$ cat config.mk
export PLATFORM = sky130hd
export DESIGN_NAME = icache_refill
export DESIGN_NICKNAME = d
export VERILOG_FILES = /design/src/rtl/mem_pkg.sv /design/src/rtl/icache_refill_beat_assembler.sv /design/src/rtl/icache_refill.sv
export SDC_FILE = /design/constraint.sdc
export NUM_CORES = 1
export LEC_CHECK = 0
export CORE_ASPECT_RATIO = 1.1
export CORE_UTILIZATION = 45
export CTS_BUF_LIST = sky130_fd_sc_hd__clkbuf_8
export CTS_CLUSTER_DIAMETER = 150
export DETAILED_ROUTE_END_ITERATION = 7
export PLACE_DENSITY = 0.81
export SYNTH_ARGS = -nofsm -noshare
export SYNTH_HDL_FRONTEND = slang
export SYNTH_SLANG_ARGS = --single-unit
$ cat constraint.sdc
create_clock -name CLK -period 4.3 [get_ports CLK]
set_input_delay 1.075 -clock CLK [delete_from_list [all_inputs] [get_ports CLK]]
set_output_delay 1.075 -clock CLK [all_outputs]
set_load 0.01 [all_outputs]
$ cat src/rtl/mem_pkg.sv
// Shared definitions for the instruction-cache refill responder.
package mem_pkg;

  // Default byte-address width shared with the cache (1 MB space).
  localparam int DEF_ADDR_W = 20;

  // Word delivered to the cache when a refill times out (RISC-V NOP).
  localparam logic [31:0] NOP_INSN = 32'h00000013;

  // Refill controller states.
  typedef enum logic [2:0] {
    IDLE    = 3'd0,
    REQ     = 3'd1,
    DELIVER = 3'd2,
    HOLD    = 3'd3,
    DRAIN   = 3'd4
  } state_e;

  // Number of external beats needed to assemble one 32-bit word.
  function automatic int beats_of(input int mem_dw);
    return 32 / mem_dw;
  endfunction

endpackage

$ cat src/rtl/icache_refill_beat_assembler.sv
// Collects MEM_DW-wide memory beats into a 32-bit little-endian word.
// Tracks the current beat index and flags the last beat of the word.
module beat_assembler
  import mem_pkg::*;
#(
  parameter  int MEM_DW = 16,
  localparam int BEATS  = beats_of(MEM_DW),
  localparam int IDX_W  = (BEATS > 1) ? $clog2(BEATS) : 1
) (
  input  logic              clk,
  input  logic              rst_n,
  input  logic              clear,
  input  logic              load_nop,
  input  logic              beat_valid,
  input  logic [MEM_DW-1:0] beat_data,
  output logic [31:0]       word,
  output logic [IDX_W-1:0]  beat_idx,
  output logic              last_beat
);

  logic [31:0]      word_q, word_d;
  logic [IDX_W-1:0] idx_q, idx_d;

  assign last_beat = (idx_q == IDX_W'(BEATS - 1));

  // Next word/index: clear on capture, NOP on timeout, else insert the beat.
  always_comb begin
    // NOTE: every always_comb output gets a default first so no path leaves it unassigned and infers a latch.
    word_d = word_q;
    idx_d  = idx_q;
    if (clear) begin
      word_d = '0;
      idx_d  = '0;
    end else if (load_nop) begin
      word_d = NOP_INSN;
      idx_d  = '0;
    end else if (beat_valid) begin
      for (int b = 0; b < BEATS; b++) begin
        if (idx_q == IDX_W'(b)) word_d[b*MEM_DW +: MEM_DW] = beat_data;
      end
      idx_d = last_beat ? '0 : idx_q + IDX_W'(1);
    end
  end

  // Word buffer and beat counter registers, synchronous reset.
  always_ff @(posedge clk) begin
    // NOTE: sequential state uses non-blocking assignments so every flop samples pre-edge values.
    if (!rst_n) begin
      word_q <= '0;
      idx_q  <= '0;
    end else begin
      word_q <= word_d;
      idx_q  <= idx_d;
    end
  end

  assign word     = word_q;
  assign beat_idx = idx_q;

endmodule

$ cat src/rtl/icache_refill.sv
// Memory-side responder for the instruction-cache miss handshake.
// Captures a miss address, fetches the 32-bit word beat by beat over the
// narrow req/ack bus and hands it back with a one-cycle fetch strobe.
// Optional per-beat timeout with NOP delivery: define ICACHE_REFILL_TIMEOUT_EN.
module icache_refill
  import mem_pkg::*;
#(
  parameter int ADDR_W  = DEF_ADDR_W,
  parameter int MEM_DW  = 16,
  parameter int TIMEOUT = 255
) (
  input  logic              CLK,
  input  logic              resetn,
  input  logic              cache_miss,
  input  logic [ADDR_W-1:0] miss_addr,
  output logic              fetch,
  output logic [31:0]       write_data,
  output logic              mem_req,
  output logic [ADDR_W-1:0] mem_addr,
  input  logic              mem_ack,
  input  logic [MEM_DW-1:0] mem_rdata,
  output logic              busy
`ifdef ICACHE_REFILL_TIMEOUT_EN
  ,
  output logic              refill_err
`endif
);

  localparam int BEATS   = beats_of(MEM_DW);
  localparam int IDX_W   = (BEATS > 1) ? $clog2(BEATS) : 1;
  localparam int BYTE_SH = $clog2(MEM_DW / 8);

  state_e            state_q, state_d;
  logic [ADDR_W-1:0] base_q, base_d;
  logic [IDX_W-1:0]  beat_idx;
  logic              last_beat;
  logic              capture;
  logic              beat_valid;
  logic              load_nop;
  logic              in_req;

  // The word-aligned base drops the two byte-offset bits of the miss address.
  logic unused_bits;
  assign unused_bits = ^{miss_addr[1:0], 32'(TIMEOUT)};

  assign in_req = (state_q == REQ) || (state_q == DRAIN);

`ifdef ICACHE_REFILL_TIMEOUT_EN
  localparam int WAIT_W = (TIMEOUT > 1) ? $clog2(TIMEOUT + 1) : 1;

  logic [WAIT_W-1:0] wait_q, wait_d;
  logic              err_q, err_d;
  logic              timeout;

  // The current beat has been requested TIMEOUT cycles without an ack.
  assign timeout = in_req && !mem_ack && (wait_q == WAIT_W'(TIMEOUT - 1));
`endif

  // Refill FSM: next state, base capture and beat bookkeeping.
  always_comb begin
    state_d    = state_q;
    base_d     = base_q;
    capture    = 1'b0;
    beat_valid = 1'b0;
    load_nop   = 1'b0;
`ifdef ICACHE_REFILL_TIMEOUT_EN
    err_d      = 1'b0;
`endif
    case (state_q)
      IDLE: begin
        if (cache_miss) begin
          capture = 1'b1;
          base_d  = {miss_addr[ADDR_W-1:2], 2'b00};
          state_d = REQ;
        end
      end
      REQ: begin
        if (mem_ack) begin
          // The acked beat always completes, even if the cache gave up.
          beat_valid = 1'b1;
          if (!cache_miss)    state_d = IDLE;
          else if (last_beat) state_d = DELIVER;
        end else if (!cache_miss) begin
          state_d = DRAIN;
        end
`ifdef ICACHE_REFILL_TIMEOUT_EN
        else if (timeout) begin
          load_nop = 1'b1;
          err_d    = 1'b1;
          state_d  = DELIVER;
        end
`endif
      end
      DELIVER: state_d = HOLD;
      // Cooldown: the cache re-reads its RAM, so a held miss is not re-captured.
      HOLD:    state_d = IDLE;
      DRAIN: begin
        if (mem_ack) state_d = IDLE;
`ifdef ICACHE_REFILL_TIMEOUT_EN
        else if (timeout) begin
          err_d   = 1'b1;
          state_d = IDLE;
        end
`endif
      end
      default: state_d = IDLE;
    endcase
  end

  // State and captured base address registers.
  always_ff @(posedge CLK) begin
    if (!resetn) begin
      state_q <= IDLE;
      base_q  <= '0;
    end else begin
      state_q <= state_d;
      base_q  <= base_d;
    end
  end

`ifdef ICACHE_REFILL_TIMEOUT_EN
  // Per-beat wait counter: clears on ack and on every state change.
  always_comb begin
    wait_d = '0;
    if (in_req && !mem_ack && (state_d == state_q)) wait_d = wait_q + WAIT_W'(1);
  end

  // Wait counter and one-cycle error pulse registers.
  always_ff @(posedge CLK) begin
    if (!resetn) begin
      wait_q <= '0;
      err_q  <= 1'b0;
    end else begin
      wait_q <= wait_d;
      err_q  <= err_d;
    end
  end

  assign refill_err = err_q;
`endif

  beat_assembler #(
    .MEM_DW(MEM_DW)
  ) u_beat_assembler (
    .clk       (CLK),
    .rst_n     (resetn),
    .clear     (capture),
    .load_nop  (load_nop),
    .beat_valid(beat_valid),
    .beat_data (mem_rdata),
    .word      (write_data),
    .beat_idx  (beat_idx),
    .last_beat (last_beat)
  );

  assign busy     = (state_q != IDLE);
  assign fetch    = (state_q == DELIVER);
  assign mem_req  = in_req;
  assign mem_addr = in_req ? base_q + (ADDR_W'(beat_idx) << BYTE_SH) : '0;

endmodule

==> impl_metrics.tcl <==
set metrics [dict create \
    status "completed" \
    hpwl_mm 3.695 \
    drive_gt1_share_pct 4.225 \
    r2r_slack_ps 2230 \
    final_cell_mix "clkdlybuf4s50_1 (91), dfxtp_1 (54), a21oi_1 (52)" \
    start_kind "register" \
    yosys_warnings 0 \
    nets 394 \
    num_vias 2183 \
    finalWorstSetupSlack_ps 770.2 \
    yosysSeqAreaShare_pct 47.60 \
    multi_input_area_um2 1033 \
    drcViolationCount 0 \
    finalClockSkew_ps 10.05 \
    drv_slew 0 \
    fin_util_pct 68.02 \
    worst_pin_slew_ps 897.8 \
    syn_area_um2 2271 \
    fillers 393 \
    htreeDepth 2 \
    synthCells 280 \
    hold_violations 0 \
    cts-root-buf "clkbuf_8" \
    slew_headroom_pct 40.08 \
    ff_latch_area_um2 1081 \
    rows 26 \
    port_buffers 91 \
    wl_mm 5.452 \
    setup_viol 0 \
    rsz0062_at_grt "false" \
    hp-class "register to register" \
    end_kind "primary output" \
    die_h_um 76.51 \
    synth_seq_cells 54 \
    diodes 0 \
    gp_congestion 0.6947 \
    pin_count 95 \
    postRouteAntennaNets 0 \
    viasPerCell 5.311 \
    synth_ff_type "dfxtp_1" \
    die_width_um 69.73 \
    grt_pass1_vias 2055 \
    drv_cap 0 \
    syn_nets 320 \
    cts_max_path_buffers 2 \
    fp.dieArea_um2 5335 \
    critPathKind "register to primary output" \
    fmax_mhz 283.3 \
    post-cts-setup-buffers 0 \
    routedWlPerCell_um 13.27 \
    insertion_delay_ps 310 \
    p_leak_nw 1.093 \
    async_flop_share_pct 0 \
    drt_first_pass_iters 4 \
    core-area_um2 4750 \
    min_period_ps 3530 \
    synth.distinct_cells 28 \
    clock_sinks 54 \
    cp.required_ps 3220 \
    critPathMaxFanout 14 \
    grt_pass1_wl_mm 9.225 \
    irDropWorstVdd_uv 224.6 \
    dp_slack_ps 1112 \
    layout_commonest_cell "clkdlybuf4s50_1" \
    synth_edf_count 0 \
    crit_arrival_ps 2450 \
    syn_to_final_growth_pct 42.26 \
    avgSynthCellArea_um2 8.110 \
    cts_made_buffers 5 \
    fin_setup_tns_ps 0 \
    power_density_nw_per_um2 299.2 \
    start_util_pct 47.81 \
    grt_overflow 0 \
    track_usage_pct 20.68 \
    dr.first_iter.drc_count 125 \
    fin_crit_sh_pct 82.09 \
    cts_tree "built" \
    grt_max_degree 37 \
    path_clk_slew_ps 90 \
    cts-resized-gates 0 \
    antenna_found_initial 0 \
    cts_hold_buf 0 \
]
==> cell type report <==
type,instances,share of cell area [%]
Clock buffer,5,2.130
Clock inverter,3,0.7746
Inverter,3,0.3486
Multi-Input combinational cell,195,31.99
Sequential cell,54,33.46
Tap cell,56,2.169
Timing Repair Buffer,95,29.12
==> stage by stage <==
step                      instance area (um2)  hold slack [ps]  instances  power, mW
final                                    3231            452.3        411     0.9665
after detailed placement                 3137            441.8        403     0.6930
after global routing                     3231            470.0        411      1.020
after CTS                                3231            456.1        411     0.9827
after global placement                   3137            437.0        403     0.6897
after floorplan                          2271            431.7        280     0.6225
==> kinds of logic (layout without fill, tap and decap cells) <==
| kind of cell | count (synthesis) | count (layout) | synth area share [%] |
|---|---|---|---|
| compound gates | 89 | 89 | 20.06 |
| flops | 54 | 54 | 47.60 |
| simple gates | 105 | 105 | 24.63 |
| buf+inv | 31 | 106 | 7.548 |
| other cells | 1 | 1 | 0.1651 |
==> report_power, final <==
group	leakage, nW	switching [mW]	internal (mW)	total, mW
registers	0.439	0.0106	0.517	0.528
logic	0.610	0.0767	0.0759	0.153
clock network	0.0447	0.168	0.118	0.286
total	1.09	0.256	0.711	0.967
==> synth_stat cells, types with 2 or more instances <==
| master | instances | area share [%] |
|---|---|---|
| nor3_1 | 2 | 0.44 |
| o21ai_0 | 34 | 7.5 |
| dfxtp_1 | 54 | 48 |
| buf_4 | 3 | 0.99 |
| inv_1 | 3 | 0.50 |
| and2_1 | 19 | 5.2 |
| a21oi_1 | 52 | 11 |
| nand2b_1 | 2 | 0.55 |
| clkbuf_1 | 14 | 2.3 |
| buf_2 | 5 | 1.1 |
| buf_6 | 5 | 2.5 |
| nor3b_1 | 2 | 0.66 |
| nand3_1 | 32 | 7.1 |
| nand2_1 | 39 | 6.4 |
==> final timing paths <==
path                           startpoint                                     end  cells past startpoint
setup / recovery  state_q[2]$_SDFFE_PN0P_                             mem_addr[9]                      5
hold / removal     base_q[6]$_SDFFE_PN0P_                  base_q[6]$_SDFFE_PN0P_                      2
setup reg to reg  state_q[2]$_SDFFE_PN0P_  u_beat_assembler.word[31]$_SDFFE_PP0P_                      3
hold reg to reg    base_q[6]$_SDFFE_PN0P_                  base_q[6]$_SDFFE_PN0P_                      2
==> worst max-delay path, stage by stage (launching register included) <==
cell and delay (ps):
dfxtp_1 650, nand2b_1 130, a21oi_1 410, buf_4 270
and2_1 140, clkdlybuf4s50_1 550
==> per-layer routing <==
layer  routed length [um]  global-route usage (%)
met1                 2297                   24.92
met2                 2660                   35.44
met3                  494                   7.672
met4                    0                   3.800
met5                    0                       0
==> registers in the layout, indices dropped and copies added, names as in the netlist <==
register                   cells
base_q                        18
state_q                        3
u_beat_assembler.beat_idx      1
u_beat_assembler.word         32
Power figures use the tool's default switching activity.
